$ cat src/rtl/tlb_inst_ctrl_pkg.sv
// Shared types and constants for the EX-stage TLB instruction sequencer.
package tlb_ctrl_pkg;

  localparam int unsigned TLBNUM        = 32;
  localparam int unsigned IDXW          = $clog2(TLBNUM);
  localparam int unsigned RET_TIMEOUT   = 4;
  localparam int unsigned TMOW          = $clog2(RET_TIMEOUT + 1);
  localparam int unsigned INVTLB_OP_MAX = 6;

  // TLBIDX CSR field positions
  localparam int unsigned TLBIDX_NE       = 31;
  localparam int unsigned TLBIDX_PS_HI    = 29;
  localparam int unsigned TLBIDX_PS_LO    = 24;
  localparam int unsigned TLBIDX_INDEX_HI = 4;

  typedef enum logic [2:0] {
    OP_SRCH = 3'd0,
    OP_RD   = 3'd1,
    OP_WR   = 3'd2,
    OP_FILL = 3'd3,
    OP_INV  = 3'd4
  } tlb_op_t;

  typedef enum logic [1:0] {
    ST_IDLE  = 2'd0,
    ST_ISSUE = 2'd1,
    ST_WAIT  = 2'd2,
    ST_DONE  = 2'd3
  } tlb_ctrl_state_t;

  typedef struct packed {
    logic srch;
    logic rd;
    logic wr;
    logic fill;
    logic inv;
  } tlb_en_t;

  typedef struct packed {
    logic idx;
    logic ehi;
    logic elo0;
    logic elo1;
    logic asid;
  } tlb_we_t;

  typedef struct packed {
    logic [31:0] idx;
    logic [31:0] ehi;
    logic [31:0] elo0;
    logic [31:0] elo1;
    logic [9:0]  asid;
  } tlb_wb_t;

  function automatic tlb_en_t op_to_en(input tlb_op_t op);
    tlb_en_t en;
    en = '0;
    case (op)
      OP_SRCH: en.srch = 1'b1;
      OP_RD:   en.rd   = 1'b1;
      OP_WR:   en.wr   = 1'b1;
      OP_FILL: en.fill = 1'b1;
      OP_INV:  en.inv  = 1'b1;
      default: en = '0;
    endcase
    return en;
  endfunction

  // Unknown opcodes and INVTLB ops beyond the architected range complete with an exception
  function automatic logic op_illegal(input tlb_op_t op, input logic [4:0] inv_op);
    logic ill;
    case (op)
      OP_SRCH, OP_RD, OP_WR, OP_FILL: ill = 1'b0;
      OP_INV:  ill = (inv_op > 5'(INVTLB_OP_MAX));
      default: ill = 1'b1;
    endcase
    return ill;
  endfunction

endpackage

$ cat src/rtl/tlb_inst_ctrl_rand_idx.sv
// Free-running TLBFILL index counter; its value is captured when a request is accepted.
module tlb_rand_idx
  import tlb_ctrl_pkg::*;
(
  input  logic            clk,
  input  logic            rst_n,
  input  logic            i_accept,
  output logic [IDXW-1:0] o_rand_index
);

  logic [IDXW-1:0] r_cnt;
  logic [IDXW-1:0] r_idx;

  always_ff @(posedge clk or negedge rst_n) begin
    if (!rst_n) begin
      r_cnt <= '0;
      r_idx <= '0;
    end else begin
      r_cnt <= (r_cnt == IDXW'(TLBNUM - 1)) ? '0 : r_cnt + IDXW'(1);
      if (i_accept) begin
        r_idx <= r_cnt;
      end
    end
  end

  assign o_rand_index = r_idx;

endmodule

$ cat src/rtl/tlb_inst_ctrl.sv
// EX-stage sequencer for TLBSRCH/TLBRD/TLBWR/TLBFILL/INVTLB: issues TLB commands,
// collects search/read results and produces the CSR write-back and completion pulse.
module tlb_inst_ctrl
  import tlb_ctrl_pkg::*;
(
  input  logic            clk,
  input  logic            rst_n,
  input  logic            req_valid,
  output logic            req_ready,
  input  tlb_op_t         req_op,
  input  logic [4:0]      req_inv_op,
  input  logic [9:0]      req_inv_asid,
  input  logic [18:0]     req_inv_vpn,
  input  logic            flush,
  input  logic [31:0]     csr_tlbidx_in,
  output logic            tlbsrch_en,
  output logic            tlbrd_en,
  output logic            tlbwr_en,
  output logic            tlbfill_en,
  output logic            invtlb_en,
  output logic [4:0]      invtlb_op,
  output logic [9:0]      invtlb_asid,
  output logic [18:0]     invtlb_vpn,
  output logic [IDXW-1:0] rand_index,
  input  logic            tlbsrch_ret,
  input  logic            tlbrd_ret,
  input  logic            search_tlb_found,
  input  logic [IDXW-1:0] search_tlb_index,
  input  logic            tlbrd_valid,
  input  logic [31:0]     tlbehi_out,
  input  logic [31:0]     tlbelo0_out,
  input  logic [31:0]     tlbelo1_out,
  input  logic [31:0]     tlbidx_out,
  input  logic [9:0]      asid_out,
  output logic            csr_tlbidx_we,
  output logic            csr_tlbehi_we,
  output logic            csr_tlbelo0_we,
  output logic            csr_tlbelo1_we,
  output logic            csr_asid_we,
  output logic [31:0]     csr_tlbidx_wdata,
  output logic [31:0]     csr_tlbehi_wdata,
  output logic [31:0]     csr_tlbelo0_wdata,
  output logic [31:0]     csr_tlbelo1_wdata,
  output logic [9:0]      csr_asid_wdata,
  output logic            done_valid,
  output logic            done_excp
);

  tlb_ctrl_state_t r_state, w_state_nxt;
  tlb_op_t         r_op, w_op_nxt;
  logic [4:0]      r_inv_op, w_inv_op_nxt;
  logic [9:0]      r_inv_asid, w_inv_asid_nxt;
  logic [18:0]     r_inv_vpn, w_inv_vpn_nxt;
  tlb_en_t         r_en, w_en_nxt;
  logic            r_excp, w_excp_nxt;
  logic            r_drop, w_drop_nxt;
  logic [TMOW-1:0] r_tmo_cnt, w_tmo_nxt;
  logic            r_done_valid, w_done_nxt;
  logic            r_done_excp, w_done_excp_nxt;
  tlb_we_t         r_we, w_we_nxt;
  tlb_wb_t         r_wb, w_wb_nxt;
  logic            r_req_ready, w_req_ready_nxt;
  logic            w_accept;
  logic            w_ret;
  logic            w_unused;

  assign w_ret    = (r_op == OP_SRCH) ? tlbsrch_ret : tlbrd_ret;
  assign w_unused = ^{csr_tlbidx_in[TLBIDX_NE], tlbidx_out[31:30], tlbidx_out[23:0]};

  always_ff @(posedge clk or negedge rst_n) begin
    if (!rst_n) begin
      r_state      <= ST_IDLE;
      r_op         <= OP_SRCH;
      r_inv_op     <= '0;
      r_inv_asid   <= '0;
      r_inv_vpn    <= '0;
      r_en         <= '0;
      r_excp       <= 1'b0;
      r_drop       <= 1'b0;
      r_tmo_cnt    <= '0;
      r_done_valid <= 1'b0;
      r_done_excp  <= 1'b0;
      r_we         <= '0;
      r_wb         <= '0;
      r_req_ready  <= 1'b0;
    end else begin
      r_state      <= w_state_nxt;
      r_op         <= w_op_nxt;
      r_inv_op     <= w_inv_op_nxt;
      r_inv_asid   <= w_inv_asid_nxt;
      r_inv_vpn    <= w_inv_vpn_nxt;
      r_en         <= w_en_nxt;
      r_excp       <= w_excp_nxt;
      r_drop       <= w_drop_nxt;
      r_tmo_cnt    <= w_tmo_nxt;
      r_done_valid <= w_done_nxt;
      r_done_excp  <= w_done_excp_nxt;
      r_we         <= w_we_nxt;
      r_wb         <= w_wb_nxt;
      r_req_ready  <= w_req_ready_nxt;
    end
  end

  always_comb begin
    w_state_nxt     = r_state;
    w_op_nxt        = r_op;
    w_inv_op_nxt    = r_inv_op;
    w_inv_asid_nxt  = r_inv_asid;
    w_inv_vpn_nxt   = r_inv_vpn;
    w_en_nxt        = '0;
    w_excp_nxt      = r_excp;
    w_drop_nxt      = r_drop;
    w_tmo_nxt       = r_tmo_cnt;
    w_done_nxt      = 1'b0;
    w_done_excp_nxt = 1'b0;
    w_we_nxt        = '0;
    w_wb_nxt        = r_wb;
    w_accept        = 1'b0;

    case (r_state)
      ST_IDLE: begin
        if (r_req_ready && req_valid && !flush) begin
          w_accept       = 1'b1;
          w_op_nxt       = req_op;
          w_inv_op_nxt   = req_inv_op;
          w_inv_asid_nxt = req_inv_asid;
          w_inv_vpn_nxt  = req_inv_vpn;
          w_excp_nxt     = op_illegal(req_op, req_inv_op);
          w_en_nxt       = op_illegal(req_op, req_inv_op) ? '0 : op_to_en(req_op);
          w_drop_nxt     = 1'b0;
          w_tmo_nxt      = '0;
          w_state_nxt    = ST_ISSUE;
        end
      end

      ST_ISSUE: begin
        if (flush) begin
          w_state_nxt = ST_IDLE;
        end else if (r_excp) begin
          w_done_nxt      = 1'b1;
          w_done_excp_nxt = 1'b1;
          w_state_nxt     = ST_DONE;
        end else if (r_op == OP_SRCH || r_op == OP_RD) begin
          w_state_nxt = ST_WAIT;
        end else begin
          // WR/FILL/INV commit in the TLB on this edge; nothing to wait for
          w_done_nxt  = 1'b1;
          w_state_nxt = ST_DONE;
        end
      end

      ST_WAIT: begin
        w_drop_nxt = r_drop | flush;
        if (w_ret) begin
          w_done_nxt  = 1'b1;
          w_tmo_nxt   = '0;
          w_state_nxt = ST_DONE;
          if (!(r_drop || flush)) begin
            if (r_op == OP_SRCH) begin
              w_we_nxt.idx = 1'b1;
              w_wb_nxt.idx = search_tlb_found
                ? {1'b0, csr_tlbidx_in[TLBIDX_NE-1:TLBIDX_INDEX_HI+1], search_tlb_index}
                : {1'b1, csr_tlbidx_in[TLBIDX_NE-1:0]};
            end else begin
              w_we_nxt     = '1;
              w_wb_nxt.idx = {~tlbrd_valid, csr_tlbidx_in[TLBIDX_NE-1],
                              tlbrd_valid ? tlbidx_out[TLBIDX_PS_HI:TLBIDX_PS_LO] : 6'd0,
                              csr_tlbidx_in[TLBIDX_PS_LO-1:0]};
              w_wb_nxt.ehi  = tlbrd_valid ? tlbehi_out  : '0;
              w_wb_nxt.elo0 = tlbrd_valid ? tlbelo0_out : '0;
              w_wb_nxt.elo1 = tlbrd_valid ? tlbelo1_out : '0;
              w_wb_nxt.asid = tlbrd_valid ? asid_out    : '0;
            end
          end
        end else if (r_tmo_cnt == TMOW'(RET_TIMEOUT - 1)) begin
          w_excp_nxt      = 1'b1;
          w_done_nxt      = 1'b1;
          w_done_excp_nxt = 1'b1;
          w_tmo_nxt       = '0;
          w_state_nxt     = ST_DONE;
        end else begin
          w_tmo_nxt = r_tmo_cnt + TMOW'(1);
        end
      end

      ST_DONE: begin
        w_state_nxt = ST_IDLE;
      end

      default: begin
        w_state_nxt = ST_IDLE;
      end
    endcase

    w_req_ready_nxt = (w_state_nxt == ST_IDLE);
  end

  tlb_rand_idx u_rand_idx (
    .clk          (clk),
    .rst_n        (rst_n),
    .i_accept     (w_accept),
    .o_rand_index (rand_index)
  );

  // Command enables and CSR write enables are withdrawn by a same-cycle flush
  assign tlbsrch_en = r_en.srch & ~flush;
  assign tlbrd_en   = r_en.rd   & ~flush;
  assign tlbwr_en   = r_en.wr   & ~flush;
  assign tlbfill_en = r_en.fill & ~flush;
  assign invtlb_en  = r_en.inv  & ~flush;

  assign invtlb_op   = r_inv_op;
  assign invtlb_asid = r_inv_asid;
  assign invtlb_vpn  = r_inv_vpn;

  assign csr_tlbidx_we  = r_we.idx  & ~flush;
  assign csr_tlbehi_we  = r_we.ehi  & ~flush;
  assign csr_tlbelo0_we = r_we.elo0 & ~flush;
  assign csr_tlbelo1_we = r_we.elo1 & ~flush;
  assign csr_asid_we    = r_we.asid & ~flush;

  assign csr_tlbidx_wdata  = r_wb.idx;
  assign csr_tlbehi_wdata  = r_wb.ehi;
  assign csr_tlbelo0_wdata = r_wb.elo0;
  assign csr_tlbelo1_wdata = r_wb.elo1;
  assign csr_asid_wdata    = r_wb.asid;

  assign req_ready  = r_req_ready;
  assign done_valid = r_done_valid;
  assign done_excp  = r_done_excp;

endmodule

$ cat config.mk
export PLATFORM = sky130hd
export DESIGN_NAME = tlb_inst_ctrl
export DESIGN_NICKNAME = d
export VERILOG_FILES = /design/src/rtl/tlb_inst_ctrl_pkg.sv /design/src/rtl/tlb_inst_ctrl_rand_idx.sv /design/src/rtl/tlb_inst_ctrl.sv
export SDC_FILE = /design/constraint.sdc
export NUM_CORES = 1
export LEC_CHECK = 0
export BUFFER_PORTS_ARGS = -buffer_cell sky130_fd_sc_hd__buf_2
export CAP_MARGIN = 10
export CORE_AREA = 2 2 158 160
export CTS_CLUSTER_SIZE = 40
export DETAILED_ROUTE_END_ITERATION = 6
export DIE_AREA = 0 0 160 162
export GPL_TIMING_DRIVEN = 0
export PLACE_DENSITY = 0.64
export REMOVE_ABC_BUFFERS = 1
export SYNTH_ARGS = -nofsm -noshare
export SYNTH_HDL_FRONTEND = slang
export SYNTH_SLANG_ARGS = --single-unit
$ cat constraint.sdc
create_clock -name clk -period 2 [get_ports clk]
set_input_delay 0 -clock clk [delete_from_list [all_inputs] [get_ports clk]]
set_output_delay 0 -clock clk [all_outputs]
set_load 0.1 [all_outputs]
==> qor.csv <==
stage,metric,value,unit
sta,setup TNS,0,ps
worst_setup_path,Worst Path Arrival,2390,ps
finish,fillers,1995,
finish,nets,1348,
worst_setup_path,CP dominant cell by count,clkbuf_16,
clock_tree,cts bufs inserted,22,
worst_setup_path,CP peak stage delay,470,ps
clock_tree,deepest clock path buffer count,3,
worst_setup_path,"critical path fanouts, max",15,
clock_tree,total clock sinks,202,
clock_tree,latest clock arrival within the worst-skew pair,510,ps
synth,Avg Synthesized Cell Area,14.3,µm²
drt,DR WL/cell,18.0,µm
sta,fmax,0.518,GHz
worst_hold_path,HP Start,tlbrd_ret,
sta,Final Critical Period,1930,ps
floorplanning,Chip Height,162,µm
synth,Synth cell types,40,
global_routing,global-route wire length before repair,39700,µm
synth,synthesized instance count,537,
clock_tree,CTS root buf,clkbuf_16,
finish,final design utilization,53.8,%
drt,drt via density,4.74,
finish,layout cells sized above 1,46.1,%
worst_setup_path,Crit Path Class,reg2reg,
drt,via count,6928,
place,IO buf count,382,
worst_setup_path,worst-path cell chain,"nor4b_4, buf_4, o211ai_4, nor2b_4, clkbuf_16, clkbuf_16, a22o_1",
drt,DRC viols,0,
finish,"most common cell after layout, fill and taps aside",buf_2,
drt,TritonRoute pass-1 iters,4,
worst_setup_path,Critical Path Start Type,register,
clock_tree,H-tree levels,1,
place,dpl hpwl,14900,µm
worst_setup_path,worst reg-to-reg setup slack,70,ps
sta,RSZ-0062 raised after global routing,true,
synth,#FFs+latches synth,202,
finish,n_diodes,0,
synth,synthesized area,0.00768,mm²
drt,met2 WL post-DR,13500,µm
global_routing,vias in the first global route,7312,
worst_hold_path,Hold EP,r_tmo_cnt[2]$_DFFE_PN0P_,
floorplanning,die width,160,µm
finish,most frequent cells in the layout,"381 x buf_2, 199 x dfrtp_1, 189 x dlygate4sd3_1, 106 x a22o_1, 61 x mux2_2",
global_routing,total gr overflow,0,
worst_hold_path,HP Class,in2reg,
floorplanning,Cell Rows,57,
floorplanning,die area,0.0259,mm²
worst_hold_path,hold path depth,4,
floorplanning,Top Ports,410,
place,placed standard-cell area,0.00997,mm²
synth,asr flop ratio synth,100,%
synth,"EDFF count, synth",0,
place,Cells after DPL,1211,
synth,sequential area share after synthesis,65.8,%
drt,drt total wl,26300,µm
worst_setup_path,Critical R2R Launch,r_op[0]$_DFFE_PN0P_,
drt,met3 WL,1820,µm
synth,ys flop type,dfrtp_1,
clock_tree,clk slew on worst S/H paths,70,ps
worst_setup_path,CP required,2450,ps
finish,Area Overhead vs Synth,68.7,%
sta,fin crit share,96.6,%
drt,met1 WL,10200,µm
sta,Setup Skew,25.4,ps
sta,Worst Tran Pin Value,774,ps
global_routing,largest net degree at the start of global routing,105,
floorplanning,Starting Density,31.9,%
worst_setup_path,crit path buf inv count,3,
clock_tree,TritonCTS clock tree,built,
sta,final setup violation count,0,
status,status,"finished, final reports clean",
place,routability cong.,0.806,
drt,post-route ant nets,0,
drt,highest routing layer actually used,met4,
worst_setup_path,Top delay family on crit path,buffers and inverters,
global_routing,total track usage,19.1,%
finish,Final Non-Filler Cells,1462,
floorplanning,Core Box Area,0.0241,mm²
worst_setup_path,"Slowest-stage cell, CP",dfrtp_2,
sta,Max-slew headroom,48.4,%
synth,Ys Warns,0,
drt,DRT iter0 DRCs,347,
sta,Pins Over Slew Limit,0,
worst_setup_path,r2r worst-path depth,7,
flow_run,Max Cap Violations,0,
worst_setup_path,endpoint class of the critical path,register,
worst_setup_path,reg2reg end,csr_tlbelo0_wdata[26]$_DFFE_PN0P_,
global_routing,initial antenna violation count,0,
sta,final hold vios,0,
finish,design area,0.0130,mm²
[worst max path at each step]
| stage | start | to | cells after the start |
|---|---|---|---|
| 2_1_floorplan | r_we[0]$_DFF_PN0_ | csr_asid_we | 1 |
| 6_report | r_op[0]$_DFFE_PN0P_ | csr_tlbelo0_wdata[26]$_DFFE_PN0P_ | 7 |
| 5_1_grt | r_op[0]$_DFFE_PN0P_ | csr_tlbelo1_wdata[9]$_DFFE_PN0P_ | 7 |
| 4_1_cts | r_op[1]$_DFFE_PN0P_ | csr_tlbidx_wdata[9]$_DFFE_PN0P_ | 3 |
| 3_5_place_dp | r_op[1]$_DFFE_PN0P_ | csr_tlbehi_wdata[10]$_DFFE_PN0P_ | 6 |
| 3_3_place_gp | rst_n | csr_tlbelo1_wdata[23]$_DFFE_PN0P_ | 1 |
[stage by stage]
stage          hold WS (ps)  setup slack (ps)
2_1_floorplan          -296             -3500
3_3_place_gp            216             -2470
3_5_place_dp           78.2              -925
4_1_cts                54.4              -149
5_1_grt                81.5             -30.0
6_report               72.7              67.7
[cell type report]
cell class	instances	area (µm²)	share of cell area [%]
Timing Repair Buffer	595	4200	32.4
Sequential cell	202	5060	39.0
Multi-Input combinational cell	295	2540	19.6
Tap cell	324	405	3.13
Clock inverter	12	109	0.840
Inverter	6	22.5	0.174
Clock buffer	28	634	4.89
[metal layers]
metal,global-route usage [%],up-vias
met5,0,-
met4,7.13,0
met2,34.2,337
met1,22.7,3373
met3,4.21,66
li1,-,3152
[tightest hold or removal path: cells and delay by family]
| kind | cells | cell delay, ps |
|---|---|---|
| AOI/OAI and AO/OA | 2 | 370 |
| buffers and inverters | 1 | 90 |
| and+or+nand+nor | 1 | 60 |
[sequential cells by signal (all words and copies together) (netlist names), 5 cells and up]
register / cells
r_en: 5
invtlb_asid: 10
csr_tlbelo1_wdata: 32
invtlb_op: 5
u_rand_idx.r_cnt: 5
csr_tlbelo0_wdata: 32
csr_tlbehi_wdata: 32
csr_tlbidx_wdata: 32
u_rand_idx.o_rand_index: 5
csr_asid_wdata: 10
invtlb_vpn: 19
[what timing repair did]
action                                  4_1_cts  5_1_grt
hold buffers                                189        0
resized for setup                            10       11
pin swaps                                     5        3
endpoints found under the setup margin      190      123
buffers inserted                             12        2
cloned                                        4        4
endpoints found under the hold margin       282        0
[cells by family (layout without fill, tap and decap cells)]
| logic type | after synthesis | count (layout) | share of synthesized area, % |
|---|---|---|---|
| AO/OA/AOI/OAI | 142 | 144 | 15.1 |
| XOR/XNOR | 2 | 2 | 0.228 |
| adder cells (fa/ha/maj) | 6 | 6 | 0.977 |
| buffers and inverters | 45 | 641 | 3.16 |
| flip-flops | 202 | 202 | 65.8 |
| multiplexers | 67 | 67 | 9.72 |
| AND/OR/NAND/NOR | 73 | 76 | 5.06 |
[cells in the mapped netlist, types with 3 or more instances]
library cell  number  share of area [%]
a21oi_1            8               0.52
nor2b_1            8               0.65
clkbuf_1          10               0.49
and3_1             8               0.65
buf_4              3               0.29
o21a_1             3               0.29
nand2_1           23                1.1
nor4_1             3               0.24
nor2_1            14               0.68
dfrtp_1          202                 66
nand3_1            4               0.26
inv_1              6               0.29
mux2_2            61                8.9
a22o_1           106                 12
buf_1              6               0.29
buf_6              6               0.88
mux2i_1            6               0.78
buf_2             14               0.91
ha_1               6               0.98
nor3_1             3               0.20
o21ai_0           14               0.91
Power is left out: the tool's default activity adds up to more than one toggle a clock period on the data nets, which glitch-free logic cannot reach.
